--- src/rtl/display_cronometro.sv ---
// Stopwatch display driver: converts seconds/tenths to four 7-segment digits
// through a serial double-dabble, with leading-zero blanking and a limit flash.
//
// state    | meaning
// CAPTURA  | latch inputs, clear BCD accumulator, load shift count
// CONVERTE | one double-dabble step per cycle (10 cycles)
// ATUALIZA | register digits/segments, pulse atualizado
module display_cronometro #(
  parameter int HALF_BLINK = 12500000,
  parameter int N_BLINK    = 12
) (
  input  logic       clk,
  input  logic       reset,
  input  logic [9:0] cont_seg,
  input  logic [3:0] cont_dec,
  input  logic       limite,
  output logic [6:0] hex3,
  output logic [6:0] hex2,
  output logic [6:0] hex1,
  output logic [6:0] hex0,
  output logic       dp1,
  output logic [3:0] dig_cent,
  output logic [3:0] dig_dez,
  output logic [3:0] dig_uni,
  output logic [3:0] dig_dec,
  output logic       atualizado
);

  localparam logic [1:0] CAPTURA  = 2'd0;
  localparam logic [1:0] CONVERTE = 2'd1;
  localparam logic [1:0] ATUALIZA = 2'd2;

  localparam int TW = (HALF_BLINK > 1) ? $clog2(HALF_BLINK) : 1;
  localparam int HW = (N_BLINK > 1) ? $clog2(N_BLINK) : 1;
  localparam logic [TW-1:0] HALF_M1 = TW'(HALF_BLINK - 1);
  localparam logic [HW-1:0] N_M1    = HW'(N_BLINK - 1);

  localparam logic [6:0] SEG_BLANK = 7'b1111111;
  localparam logic [6:0] SEG_DASH  = 7'b0111111;

  logic [1:0]  state;
  logic [9:0]  seg_sh;
  logic [3:0]  dec_l;
  logic        invalid_l;
  logic [11:0] bcd;
  logic [11:0] bcd_adj;
  logic [3:0]  sh_cnt;

  logic [6:0]  hex3_r, hex2_r, hex1_r, hex0_r;
  logic        dp_r;

  logic          lim_prev;
  logic          flash_on;
  logic [HW-1:0] half_idx;
  logic [TW-1:0] blink_tmr;
  logic          blank;

  function automatic logic [3:0] dab(input logic [3:0] n);
    return (n >= 4'd5) ? n + 4'd3 : n;
  endfunction

  function automatic logic [6:0] seg7(input logic [3:0] d);
    case (d)
      4'd0: seg7 = 7'b1000000;
      4'd1: seg7 = 7'b1111001;
      4'd2: seg7 = 7'b0100100;
      4'd3: seg7 = 7'b0110000;
      4'd4: seg7 = 7'b0011001;
      4'd5: seg7 = 7'b0010010;
      4'd6: seg7 = 7'b0000010;
      4'd7: seg7 = 7'b1111000;
      4'd8: seg7 = 7'b0000000;
      4'd9: seg7 = 7'b0010000;
      default: seg7 = SEG_BLANK;
    endcase
  endfunction

  assign bcd_adj = {dab(bcd[11:8]), dab(bcd[7:4]), dab(bcd[3:0])};

  always_ff @(posedge clk or negedge reset) begin
    if (!reset) begin
      state     <= CAPTURA;
      seg_sh    <= '0;
      dec_l     <= '0;
      invalid_l <= 1'b0;
      bcd       <= '0;
      sh_cnt    <= '0;
    end else begin
      case (state)
        CAPTURA: begin
          seg_sh    <= cont_seg;
          dec_l     <= cont_dec;
          invalid_l <= (cont_seg > 10'd999) || (cont_dec > 4'd9);
          bcd       <= '0;
          sh_cnt    <= 4'd10;
          state     <= CONVERTE;
        end
        CONVERTE: begin
          bcd    <= {bcd_adj[10:0], seg_sh[9]};
          seg_sh <= {seg_sh[8:0], 1'b0};
          sh_cnt <= sh_cnt - 4'd1;
          if (sh_cnt == 4'd1) state <= ATUALIZA;
        end
        ATUALIZA: state <= CAPTURA;
        default:  state <= CAPTURA;
      endcase
    end
  end

  always_ff @(posedge clk or negedge reset) begin
    if (!reset) begin
      hex3_r     <= SEG_BLANK;
      hex2_r     <= SEG_BLANK;
      hex1_r     <= SEG_BLANK;
      hex0_r     <= SEG_BLANK;
      dp_r       <= 1'b1;
      dig_cent   <= '0;
      dig_dez    <= '0;
      dig_uni    <= '0;
      dig_dec    <= '0;
      atualizado <= 1'b0;
    end else begin
      atualizado <= (state == ATUALIZA);
      if (state == ATUALIZA) begin
        if (invalid_l) begin
          hex3_r   <= SEG_DASH;
          hex2_r   <= SEG_DASH;
          hex1_r   <= SEG_DASH;
          hex0_r   <= SEG_DASH;
          dp_r     <= 1'b1;
          dig_cent <= 4'hF;
          dig_dez  <= 4'hF;
          dig_uni  <= 4'hF;
          dig_dec  <= 4'hF;
        end else begin
          // only leading zeros blank; an inner zero (e.g. 105) stays lit
          hex3_r   <= (bcd[11:8] == 4'd0) ? SEG_BLANK : seg7(bcd[11:8]);
          hex2_r   <= (bcd[11:4] == 8'd0) ? SEG_BLANK : seg7(bcd[7:4]);
          hex1_r   <= seg7(bcd[3:0]);
          hex0_r   <= seg7(dec_l);
          dp_r     <= 1'b0;
          dig_cent <= bcd[11:8];
          dig_dez  <= bcd[7:4];
          dig_uni  <= bcd[3:0];
          dig_dec  <= dec_l;
        end
      end
    end
  end

  // Flash runs independently of the conversion loop; it ends saturated.
  always_ff @(posedge clk or negedge reset) begin
    if (!reset) begin
      lim_prev  <= 1'b0;
      flash_on  <= 1'b0;
      half_idx  <= '0;
      blink_tmr <= '0;
    end else begin
      lim_prev <= limite;
      if (limite && !lim_prev) begin
        flash_on  <= 1'b1;
        half_idx  <= '0;
        blink_tmr <= HALF_M1;
      end else if (flash_on) begin
        if (blink_tmr == '0) begin
          blink_tmr <= HALF_M1;
          if (half_idx == N_M1) flash_on <= 1'b0;
          else                  half_idx <= half_idx + 1'b1;
        end else begin
          blink_tmr <= blink_tmr - 1'b1;
        end
      end
    end
  end

  assign blank = flash_on && !half_idx[0];

  assign hex3 = blank ? SEG_BLANK : hex3_r;
  assign hex2 = blank ? SEG_BLANK : hex2_r;
  assign hex1 = blank ? SEG_BLANK : hex1_r;
  assign hex0 = blank ? SEG_BLANK : hex0_r;
  assign dp1  = blank ? 1'b1 : dp_r;

endmodule

--- config.mk ---
export PLATFORM = sky130hd
export DESIGN_NAME = display_cronometro
export DESIGN_NICKNAME = d
export VERILOG_FILES = /design/src/rtl/display_cronometro.sv
export SDC_FILE = /design/constraint.sdc
export NUM_CORES = 1
export LEC_CHECK = 0
export CAP_MARGIN = 40
export CORE_MARGIN = 1
export CORE_UTILIZATION = 40
export CTS_BUF_LIST = sky130_fd_sc_hd__clkbuf_2
export CTS_CLUSTER_DIAMETER = 30
export DETAILED_ROUTE_END_ITERATION = 10
export GPL_TIMING_DRIVEN = 0
export HOLD_SLACK_MARGIN = 0.02
export SETUP_SLACK_MARGIN = 0.3
export SYNTH_ARGS = -nofsm -noshare
export SYNTH_HDL_FRONTEND = slang
export SYNTH_SLANG_ARGS = --single-unit
--- constraint.sdc ---
create_clock -name clk -period 1.9 [get_ports clk]
set_input_delay 0.38 -clock clk [delete_from_list [all_inputs] [get_ports clk]]
set_output_delay 0.38 -clock clk [all_outputs]
set_load 0.01 [all_outputs]
==> results of run 1 <==
-- placed cells by master, fill, tap and decap left out, types with 5 or more instances in the layout --
| master | netlist | final |
|---|---|---|
| nand3_2 | 0 | 8 |
| clkdlybuf4s50_1 | 0 | 15 |
| a21oi_2 | 0 | 11 |
| buf_6 | 0 | 30 |
| ha_1 | 25 | 18 |
| nor2_1 | 51 | 45 |
| buf_4 | 0 | 70 |
| nor4_4 | 1 | 5 |
| or4_4 | 1 | 8 |
| o31ai_1 | 13 | 7 |
| or3_1 | 8 | 7 |
| nor2b_1 | 7 | 6 |
| dfrtp_1 | 80 | 59 |
| clkbuf_2 | 0 | 24 |
| o21ai_0 | 58 | 49 |
| inv_1 | 20 | 13 |
| inv_4 | 0 | 5 |
| mux2i_1 | 18 | 18 |
| nand2b_1 | 38 | 18 |
| ha_4 | 0 | 6 |
| dfstp_2 | 29 | 29 |
| nor3_1 | 11 | 6 |
| dfrtp_2 | 0 | 21 |
| clkbuf_16 | 0 | 5 |
| clkbuf_1 | 38 | 9 |
| nand2_2 | 0 | 6 |
| a22o_1 | 5 | 5 |
| nand2_1 | 88 | 80 |
| clkbuf_4 | 0 | 5 |
| xnor2_1 | 5 | 5 |
| a21oi_1 | 32 | 21 |
| o22a_1 | 6 | 6 |
| buf_2 | 0 | 27 |
| a31oi_1 | 7 | 6 |
| o31ai_2 | 1 | 6 |
| o21ai_1 | 0 | 8 |
| nand2b_4 | 0 | 20 |
-- worst paths after layout --
kind / end / slack (ns) / depth (start not counted)
min in group asynchronous: dig_uni[2] / 0.28 / 2
setup reg to reg: half_idx[1] / -0.07 / 7
max in group asynchronous: hex1_r[2] / 0.80 / 3
setup / recovery: hex3[1] / -0.29 / 5
hold / removal: lim_prev / 0.22 / 1
hold reg to reg: hex2_r[6] / 0.48 / 2
-- cells by family after synthesis --
kind of cell | count (synthesis)
AO/OA/AOI/OAI | 156
XOR/XNOR | 10
adder cells (fa/ha/maj) | 25
buffers and inverters | 60
flip-flops | 109
multiplexers | 20
AND/OR/NAND/NOR | 252
-- stage by stage --
step / cell area [µm²] / hold slack, ns / setup WS (ns) / total power [mW] / utilization
final: 8470 / 0.221 / -0.288 / 5.26 / 0.601
after global routing: 8470 / 0.148 / -0.390 / 5.58 / 0.601
after CTS: 7920 / 0.190 / -0.308 / 5.19 / 0.562
after detailed placement: 6810 / 0.446 / -0.609 / 3.90 / 0.483
after global placement: 6780 / 0.443 / -4.19 / 3.87 / 0.481
after floorplan: 5940 / 0.0844 / 0.111 / 3.48 / -
-- critical path, stage by stage (launching register included) --
cell	delay, ns
dfrtp_1	0.48
nand2b_4	0.17
clkbuf_16	0.17
buf_12	0.15
nand2b_1	0.06
buf_2	0.13
-- report_power, final --
group | total (mW) | switching [mW] | internal [mW]
Sequential | 3.06 | 0.248 | 2.81
Clock | 1.22 | 0.782 | 0.439
Combinational | 0.975 | 0.432 | 0.544
Total | 5.26 | 1.46 | 3.80
-- registers in the layout, summed over array words and instances (netlist names) --
name        cells
blink_tmr      24
bcd            12
seg_sh         10
hex0_r          7
hex1_r          7
hex2_r          7
hex3_r          7
dec_l           4
dig_cent        4
dig_dec         4
dig_dez         4
dig_uni         4
half_idx        4
sh_cnt          4
state           2
atualizado      1
dp_r            1
flash_on        1
invalid_l       1
lim_prev        1
-- area by class of cell --
class | count | area [µm²] | area share
Timing Repair Buffer | 148 | 1280 | 0.151
Tap cell | 180 | 225 | 0.0266
Buffer | 39 | 330 | 0.0390
Clock buffer | 11 | 55.1 | 0.00650
Inverter | 21 | 91.3 | 0.0108
Multi-Input combinational cell | 463 | 3620 | 0.428
Antenna cell | 1 | 2.50 | 0.000295
Clock inverter | 5 | 75.1 | 0.00886
Sequential cell | 109 | 2790 | 0.329
-- repair_timing --
action	4_1_cts	5_1_grt
hold buffers	1	0
pin swaps	38	38
cloned	4	0
endpoints found under the setup margin	143	123
hold endpoints to repair	44	0
resized for setup	356	89
buffers inserted	55	25
-- routing by layer --
layer / share of wire / up-vias
met5: 0 / -
met2: 0.49 / 119
met4: 0.016 / 0
met1: 0.45 / 2666
met3: 0.042 / 23
li1: - / 2557
==> metrics.md, run 1 <==
| Metric | Value |
|---|---|
| Top cell type's share of synthesized area | `0.342` |
| Worst Path Required | `1.52 ns` |
| Netlist cell types | `55` |
| Failing checks | `negative setup slack` |
| Endpoints failing hold | `0` |
| Worst setup path start | `half_idx[0]` |
| IO buf count | `62` |
| Top-count cell post-synth | `nand2_1` |
| WS Path Type | `flip-flop to primary output` |
| Met2 usage | `0.390` |
| Startpoint class of the critical path | `flip-flop` |
| Synth Warn # | `0` |
| Outcome | `finished with violations` |
| Sequential fraction of the synthesis area | `0.472` |
| Arr. time, crit path | `1.81 ns` |
| Hold_sp | `limite` |
| Most frequent cells after synthesis | `88 x nand2_1, 80 x dfrtp_1, 58 x o21ai_0, 51 x nor2_1` |
| Num ports | `63` |
| CTS tree | `yes` |
| Post-route ant nets | `0` |
| Final wirelength | `17200 µm` |
| Cell Count, Final, Fillers Out | `977` |
| Placed cells | `875` |
| Min cycle time layout | `2.19 ns` |
| Layout area overhead | `44.8%` |
| Tcrit/Tclk final | `1.15` |
| Grt ovf | `0` |
| Simple-gate share of the synthesized area | `0.219` |
| Die ar. | `0.0151 mm²` |
| Global Route Usage Sum | `0.237` |
| CTS root buffer | `clkbuf_2` |
| Worst-case clock skew | `0.0348 ns` |
| Critical path capture point type | `primary output` |
| First-pass GRT wire length | `27500 µm` |
| XOR/XNOR share of the synthesized area | `0.0150` |
| Post-synth top flop | `dfrtp_1` |
| Final setup fails | `34` |
| Drc violations | `0` |
| Starting Density | `0.415` |
| GPL Wtd Cong | `0.860` |
| Critical R2R Launch | `blink_tmr[18]` |
| VDD IR max | `0.397 mV` |
| RSZ-0062 raised after global routing | `yes` |
| FFs w/ async S/R, synth | `1.00` |
| Mux contribution to synthesized area | `0.0346` |
| Met3 GRT Util | `0.0563` |
| CORE AREA | `0.0141 mm²` |
| Filler cell count | `1160` |
| Pleak | `3.61 nW` |
| Num Clock Sinks | `109` |
| Worst slew pin tran | `0.714 ns` |
| Total number of vias | `5365` |
| Syn Nets | `674` |
| Post-synth top area cell | `dfrtp_1` |
| # nets final | `833` |
| Flop and latch count out of synthesis | `109` |
| EDFF count, synth | `0` |
| Synth Area in Adders | `0.0535` |
| Syn avg cell area | `9.26 µm²` |
| Synth Area in Compound Gates | `0.167` |
| Via density | `5.49` |
| F_max | `0.457 GHz` |
| Post-DP HPWL | `10600 µm` |
| # H-tree levels | `3` |
| Largest net degree at the start of global routing | `60` |
| Max Fanout on Critical Path | `7` |
| Max Transition Viols Final | `0` |
| Post-Route Setup TNS | `-6.84 ns` |
| Worst-path clk slew | `0.28 ns` |
| Met1 usage | `0.313` |
| DRT iter0 DRCs | `342` |
| Total CTS buffers | `9` |
| Largest cells by area after synthesis | `dfrtp_1 34%, dfstp_2 13%, nand2_1 5.6%, ha_1 5.3%, o21ai_0 5.0%` |
| CTS max path bufs | `2` |
| Clk_lat worst skew | `0.65 ns` |
| Routed length per instance | `17.6 µm` |
| Largest family of logic cells by synthesized area | `simple AND/OR/NAND/NOR gates` |
| PwrDens | `621 mW/mm²` |
| Synth Instances | `632` |
| Iteration count of the initial detailed-routing pass | `5` |
| Vias in the first global route | `5401` |
| Ratio of cells with drive above 1 in the final layout | `0.438` |
| Path type of the worst min-delay path | `input pin to flip-flop` |
| Setup ws final | `-0.288 ns` |
| GRT Max-Usage Layer | `met2` |
| Chip height | `123 µm` |
| Worst slew margin | `0.524` |
| Initial antenna violation count | `1` |
| Max_cap viols | `0` |
| # rows | `43` |
| Die W | `123 µm` |
| Synthesized cell area | `0.00585 mm²` |
Note: power is estimated with default switching activity, not from simulation.
==> inputs of run 2 (changes only) <==
ABC_AREA = 1   (was not set)
==> run 2 against run 1 <==
Net effect: the run still ends with negative setup slack left; routed wire length down 15%; first-iteration DRC count down 26%; power up 7.7%; utilization down 9.4 points; worst hold slack better by 0.013 ns; fmax down 1.4%; largest cell class unchanged; largest power group unchanged.
==> metrics.md, run 2 <==
| Metric | Value |
|---|---|
| Outcome | `finished with violations (unchanged)` |
| Failing checks | `negative setup slack (unchanged)` |
| Largest register by flop count | `blink_tmr (unchanged)` |
| CORE AREA | `0.0145 mm² (was 0.0141 mm²)` |
| EDFF count, synth | `0 (unchanged)` |
| Routed length per instance | `14.4 µm (was 17.6 µm)` |
| Drc violations | `0 (unchanged)` |
| IO buf count | `62 (unchanged)` |
| Most frequent cells after synthesis | `158 x nand2_1, 94 x inv_1, 80 x dfrtp_1, 73 x nor2_1, 46 x a21oi_1 (was 88 x nand2_1, 80 x dfrtp_1, 58 x o21ai_0, 51 x nor2_1)` |
| Final setup fails | `29 (was 34)` |
| Netlist cell types | `47 (was 55)` |
| Critical R2R Launch | `blink_tmr[0] (was blink_tmr[18])` |
| RR Endpoint | `blink_tmr[21] (was half_idx[1])` |
| Max reg flops | `24 (unchanged)` |
| # nets final | `867 (was 833)` |
| Layout area overhead | `24.0% (was 44.8%)` |
| Reg2Reg Setup Slack | `0.36 ns (was -0.07 ns)` |
| First-pass GRT wire length | `23600 µm (was 27500 µm)` |
| Sequential fraction of the synthesis area | `0.465 (was 0.472)` |
| Worst-case clock skew | `0.0360 ns (was 0.0348 ns)` |
| Worst slew pin tran | `0.735 ns (was 0.714 ns)` |
| # rows | `44 (was 43)` |
| Met2 usage | `0.340 (was 0.390)` |
| Pleak | `3.45 nW (was 3.61 nW)` |
| DRT iter0 DRCs | `253 (was 342)` |
| Endpoints failing hold | `0 (unchanged)` |
| Synthesized cell area | `0.00595 mm² (was 0.00585 mm²)` |
| Iteration count of the initial detailed-routing pass | `4 (was 5)` |
| Hold path depth | `1 (unchanged)` |
| Vias in the first global route | `4824 (was 5401)` |
| Post-synth top flop | `dfrtp_1 (unchanged)` |
| Total power | `5.66 mW (was 5.26 mW)` |
| Num Clock Sinks | `109 (unchanged)` |
| Die W | `124 µm (was 123 µm)` |
| WS Path Type | `flip-flop to primary output (unchanged)` |
| Chip height | `124 µm (was 123 µm)` |
| Max Transition Viols Final | `0 (unchanged)` |
| Diodes inserted | `0 (was 1)` |
| GRT Max-Usage Layer | `met2 (unchanged)` |
| Synth Warn # | `0 (unchanged)` |
| Met3 GRT Util | `0.0472 (was 0.0563)` |
| Max_cap viols | `0 (unchanged)` |
| Hold_sp | `limite (unchanged)` |
| Worst Hold Path EP | `lim_prev (unchanged)` |
| Startpoint class of the critical path | `flip-flop (unchanged)` |
| Global Route Usage Sum | `0.200 (was 0.237)` |
| Clk_lat worst skew | `0.65 ns (about the same)` |
| Via density | `4.98 (was 5.49)` |
| Syn Nets | `763 (was 674)` |
| Post-synth top area cell | `dfrtp_1 (unchanged)` |
| Worst Path Required | `1.52 ns (about the same)` |
| Flop and latch count out of synthesis | `109 (unchanged)` |
| Top-count cell post-synth | `nand2_1 (unchanged)` |
| Initial antenna violation count | `0 (was 1)` |
| Synth Instances | `721 (was 632)` |
| RSZ-0062 raised after global routing | `yes (unchanged)` |
| Path type of the worst min-delay path | `input pin to flip-flop (unchanged)` |
| CTS tree | `yes (unchanged)` |
| Commonest non-fill, non-tap cell in the layout | `nand2_1 (unchanged)` |
| Syn avg cell area | `8.25 µm² (was 9.26 µm²)` |
| Post-DP HPWL | `10200 µm (was 10600 µm)` |
| Ratio of cells with drive above 1 in the final layout | `0.280 (was 0.438)` |
| GPL Wtd Cong | `0.870 (was 0.860)` |
| R2R cell count | `9 (was 7)` |
| Filler cell count | `1430 (was 1160)` |
| Min cycle time layout | `2.22 ns (was 2.19 ns)` |
| Grt ovf | `0 (unchanged)` |
| Max Fanout on Critical Path | `10 (was 7)` |
| Post-route ant nets | `0 (unchanged)` |
| Num ports | `63 (unchanged)` |
| Worst slew margin | `0.510 (was 0.524)` |
| Core Util, Final | `0.507 (was 0.601)` |
| Met1 usage | `0.254 (was 0.313)` |
| VDD IR max | `0.380 mV (was 0.397 mV)` |
| Biggest registers after layout | `blink_tmr: 24 flops, bcd: 12 flops, seg_sh: 10 flops (unchanged)` |
| CTS max path bufs | `2 (unchanged)` |
| # H-tree levels | `3 (unchanged)` |
| Die ar. | `0.0154 mm² (was 0.0151 mm²)` |
| Pre-CTS setup slack | `-0.304 ns (was -0.609 ns)` |
| Largest net degree at the start of global routing | `57 (was 60)` |
| Top cell type's share of synthesized area | `0.337 (was 0.342)` |
| Largest cells by area after synthesis | `dfrtp_1 34%, dfstp_2 13%, nand2_1 10%, inv_1 5.9%, ha_1 5.3% (was dfrtp_1 34%, dfstp_2 13%, nand2_1 5.6%, ha_1 5.3%, o21ai_0 5.0%)` |
| FFs w/ async S/R, synth | `1.00 (unchanged)` |
| Setup ws final | `-0.319 ns (was -0.288 ns)` |
| PwrDens | `768 mW/mm² (was 621 mW/mm²)` |
| Tcrit/Tclk final | `1.17 (was 1.15)` |
| Arr. time, crit path | `1.84 ns (was 1.81 ns)` |
| Starting Density | `0.409 (was 0.415)` |
| Commonest cells after routing, fill and taps aside | `143 x nand2_1, 89 x inv_1, 76 x dfrtp_1 (was 80 x nand2_1, 70 x buf_4, 59 x dfrtp_1)` |
| Total number of vias | `5054 (was 5365)` |
| CTS root buffer | `clkbuf_2 (unchanged)` |
| Worst-path clk slew | `0.30 ns (was 0.28 ns)` |
| Final wirelength | `14600 µm (was 17200 µm)` |
| Critical path capture point type | `primary output (unchanged)` |
| F_max | `0.451 GHz (was 0.457 GHz)` |
| Total CTS buffers | `9 (unchanged)` |
run 2: stage by stage:
step / instance area [µm²] / instances / TNS, ns / hold WS, ns
floorplan: 5950 / 721 / 0 / 0.0844
global placement: 6800 / 967 / -377.21 / 0.466
detailed placement: 6820 / 968 / -4.96 / 0.471
CTS: 7060 / 997 / -10.43 / 0.169
global route: 7370 / 1014 / -12.34 / 0.120
finish: 7370 / 1014 / -8.42 / 0.234
run 2: worst max-delay path: stages (launching register included):
cell and delay (ns):
dfrtp_1 0.46, or2_4 0.29, clkbuf_8 0.18, nand2_2 0.08, clkdlybuf4s15_2 0.22
run 2: kinds of logic (layout without fill, tap and decap cells):
| kind of cell | count (synthesis) | in the layout | share of synthesized area |
|---|---|---|---|
| AND/OR/NAND/NOR | 328 | 328 | 0.262 |
| AO/OA/AOI/OAI | 131 | 131 | 0.126 |
| buffers and inverters | 120 | 229 | 0.0829 |
| flip-flops | 109 | 109 | 0.465 |
| adder cells (fa/ha/maj) | 25 | 25 | 0.0526 |
| XOR/XNOR | 8 | 8 | 0.0118 |
run 2: worst max path at each step:
stage                start           to
2_1_floorplan  half_idx[0]      hex0[0]
3_3_place_gp         reset  dig_cent[0]
3_5_place_dp   half_idx[0]      hex1[4]
4_1_cts           flash_on      hex1[1]
5_1_grt        half_idx[0]      hex1[2]
6_report       half_idx[0]      hex1[0]
run 2: timing repair:
action                                 CTS  global route
buffers inserted                        11            16
hold buffers                             1             0
setup endpoints to repair               56            96
endpoints found under the hold margin   36             0
cloned                                   1             1
pin swaps                                1             9
gates resized for setup                214            46
run 2: layer usage:
metal  part of all wire  wire [µm]  vias to the layer above
li1                   -          -                     2529
met1               0.45       6540                     2433
met2               0.50       7320                       81
met3              0.036        523                       11
met4              0.013        193                        0
met5                  0          0                        -
run 2: area by class of cell:
type / instances / area, µm² / share of cell area
sequential: 109 / 2770 / 0.375
clock inverter: 7 / 77.6 / 0.0105
timing repair buffer: 93 / 838 / 0.114
tap: 184 / 230 / 0.0312
inverter: 102 / 388 / 0.0526
multi-input combinational: 492 / 2880 / 0.391
clock buffer: 9 / 45.0 / 0.00611
buffer: 18 / 144 / 0.0195
run 2: where the power goes:
| group | switching (mW) | internal (mW) | leakage, nW |
|---|---|---|---|
| sequential | 0.185 | 2.81 | 1.23 |
| clock | 0.890 | 0.232 | 0.0762 |
| combinational | 0.796 | 0.748 | 2.14 |
| total | 1.87 | 3.79 | 3.45 |
==> inputs of run 3 (changes only) <==
CAP_MARGIN = not set   (was 40)
RECOVER_POWER = 25   (was not set)
==> run 3 against run 2 <==
Net effect: cell area down 0.25%; clock power is essentially flat; register-to-register slack hardly changed; combinational power barely moved; worst hold slack improved by 0.0032 ns; largest power group unchanged; the run still ends with negative setup slack left; highest routed layer unchanged.
==> metrics.md, run 3 (synthesis results as in run 2) <==
| Metric | Value |
|---|---|
| Worst slew pin tran | `1.38 ns (was 0.735 ns)` |
| IO buf count | `62 (unchanged)` |
| Path type of the worst min-delay path | `input pin to flip-flop (unchanged)` |
| GPL Wtd Cong | `0.870 (unchanged)` |
| R2R cell count | `9 (unchanged)` |
| Via density | `4.98 (unchanged)` |
| Routed length per instance | `14.4 µm (about the same)` |
| Placed cells | `968 (unchanged)` |
| CORE AREA | `0.0145 mm² (unchanged)` |
| Global Route Usage Sum | `0.200 (unchanged)` |
| Layout area overhead | `23.7% (was 24.0%)` |
| Failing checks | `negative setup slack (unchanged)` |
| Final setup fails | `29 (unchanged)` |
| CP Buf/Inv Count | `2 (unchanged)` |
| Outcome | `finished with violations (unchanged)` |
| Iteration count of the initial detailed-routing pass | `4 (unchanged)` |
| Max_cap viols | `0 (unchanged)` |
| F_max | `0.451 GHz (unchanged)` |
| First-pass GRT wire length | `23600 µm (unchanged)` |
| Chip height | `124 µm (unchanged)` |
| Largest delay share family, worst path | `flip-flops (unchanged)` |
| Max reg flops | `24 (unchanged)` |
| Diodes inserted | `0 (unchanged)` |
| Commonest non-fill, non-tap cell in the layout | `nand2_1 (unchanged)` |
| Worst slew margin | `0.0774 (was 0.510)` |
| CTS root buffer | `clkbuf_2 (unchanged)` |
| Critical path depth | `4 (unchanged)` |
| WS Path Type | `flip-flop to primary output (unchanged)` |
| Cell Count, Final, Fillers Out | `1014 (unchanged)` |
| Endpoints failing hold | `0 (unchanged)` |
| # nets final | `867 (unchanged)` |
| Drc violations | `0 (unchanged)` |
| CTS max path bufs | `2 (unchanged)` |
| # rows | `44 (unchanged)` |
| Post-DP HPWL | `10200 µm (unchanged)` |
| Die ar. | `0.0154 mm² (unchanged)` |
| Critical-path top delay cell | `dfrtp_1 (unchanged)` |
| Ratio of cells with drive above 1 in the final layout | `0.280 (unchanged)` |
| Vias in the first global route | `4824 (unchanged)` |
| Core Util, Final | `0.506 (was 0.507)` |
| Setup ws final | `-0.319 ns (unchanged)` |
| Total number of vias | `5054 (unchanged)` |
| Post-route ant nets | `0 (unchanged)` |
| Num Clock Sinks | `109 (unchanged)` |
| Largest register by flop count | `blink_tmr (unchanged)` |
| Largest net degree at the start of global routing | `57 (unchanged)` |
| Arr. time, crit path | `1.84 ns (about the same)` |
| Biggest registers after layout | `blink_tmr: 24 flops, bcd: 12 flops, seg_sh: 10 flops (unchanged)` |
| Total CTS buffers | `9 (unchanged)` |
| Commonest cells after routing, fill and taps aside | `143 x nand2_1, 89 x inv_1, 76 x dfrtp_1 (unchanged)` |
| Clk_lat worst skew | `0.65 ns (about the same)` |
| Critical path capture point type | `primary output (unchanged)` |
| DRT iter0 DRCs | `253 (unchanged)` |
| RSZ-0062 raised after global routing | `yes (unchanged)` |
| PwrDens | `769 mW/mm² (was 768 mW/mm²)` |
| Worst-path clk slew | `0.35 ns (was 0.30 ns)` |
| Max Fanout on Critical Path | `10 (unchanged)` |
| CP Cell Sequence | `or2_4, clkbuf_8, nand2_2, clkdlybuf4s15_2 (unchanged)` |
| Slowest stage delay, CP | `0.46 ns (about the same)` |
| Max Transition Viols Final | `0 (unchanged)` |
| Grt ovf | `0 (unchanged)` |
| Startpoint class of the critical path | `flip-flop (unchanged)` |
| Initial antenna violation count | `0 (unchanged)` |
| Worst-case clock skew | `0.0360 ns (unchanged)` |
| Die W | `124 µm (unchanged)` |
| # H-tree levels | `3 (unchanged)` |
| Hold path depth | `3 (was 1)` |
| Min cycle time layout | `2.22 ns (unchanged)` |
| Final wirelength | `14600 µm (about the same)` |
| Pleak | `3.44 nW (was 3.45 nW)` |
| VDD IR max | `0.380 mV (about the same)` |
| Worst Path Required | `1.52 ns (about the same)` |
| Num ports | `63 (unchanged)` |
| Tcrit/Tclk final | `1.17 (unchanged)` |
| Starting Density | `0.409 (unchanged)` |
| CTS tree | `yes (unchanged)` |
-- run 3: stage by stage --
step	setup slack, ns	instance area (µm²)	setup TNS (ns)	hold slack (ns)	power, mW
5_1_grt	-0.448	7360	-12.54	0.120	6.03
3_5_place_dp	-0.304	6820	-4.96	0.471	4.37
2_1_floorplan	0.397	5950	0	0.0844	3.71
6_report	-0.319	7360	-8.42	0.237	5.66
4_1_cts	-0.393	7060	-10.43	0.169	5.57
3_3_place_gp	-3.79	6800	-377.21	0.466	4.34
-- run 3: cell type report --
type | count | area [µm²]
Tap cell | 184 | 230
Sequential cell | 109 | 2770
Multi-Input combinational cell | 492 | 2880
Clock inverter | 7 | 77.6
Timing Repair Buffer | 93 | 820
Inverter | 102 | 388
Clock buffer | 9 | 45.0
Buffer | 18 | 144
Fill cell | 1434 | 7180
-- run 3: worst paths after layout --
kind / start / end / slack [ns]
hold reg to reg: hex2_r[4] / hex2_r[4] / 0.51
hold / removal: cont_dec[0] / dec_l[0] / 0.24
min in group asynchronous: reset / atualizado / 0.55
setup / recovery: half_idx[0] / hex1[0] / -0.32
setup reg to reg: blink_tmr[0] / blink_tmr[21] / 0.36
max in group asynchronous: reset / hex0_r[2] / 0.20
-- run 3: where the power goes --
part           internal, mW  leakage (nW)  switching [mW]  total, mW
combinational         0.743          2.14           0.795       1.54
clock                 0.232        0.0762           0.890       1.12
sequential             2.81          1.23           0.185       3.00
total                  3.79          3.44            1.87       5.66
-- run 3: timing repair --
| action | CTS | global route |
|---|---|---|
| buffers inserted | 11 | 16 |
| pin swaps | 1 | 9 |
| gates cloned | 1 | 1 |
| gates resized for setup | 214 | 46 |
| endpoints found under the hold margin | 36 | 0 |
| hold buffers | 1 | 0 |
| setup endpoints to repair | 56 | 96 |
-- run 3: metal layers --
layer  up-vias  global-route usage  share of wire
li1       2529                   -              -
met1      2433               0.254           0.45
met2        81               0.340           0.50
met3        11              0.0472          0.036
met4         0              0.0551          0.013
met5         -                   0              0
-- run 3: tightest hold or removal path: stages --
cell             delay [ns]
clkdlybuf4s50_1        0.40
nand2_1                0.06
o21ai_0                0.06
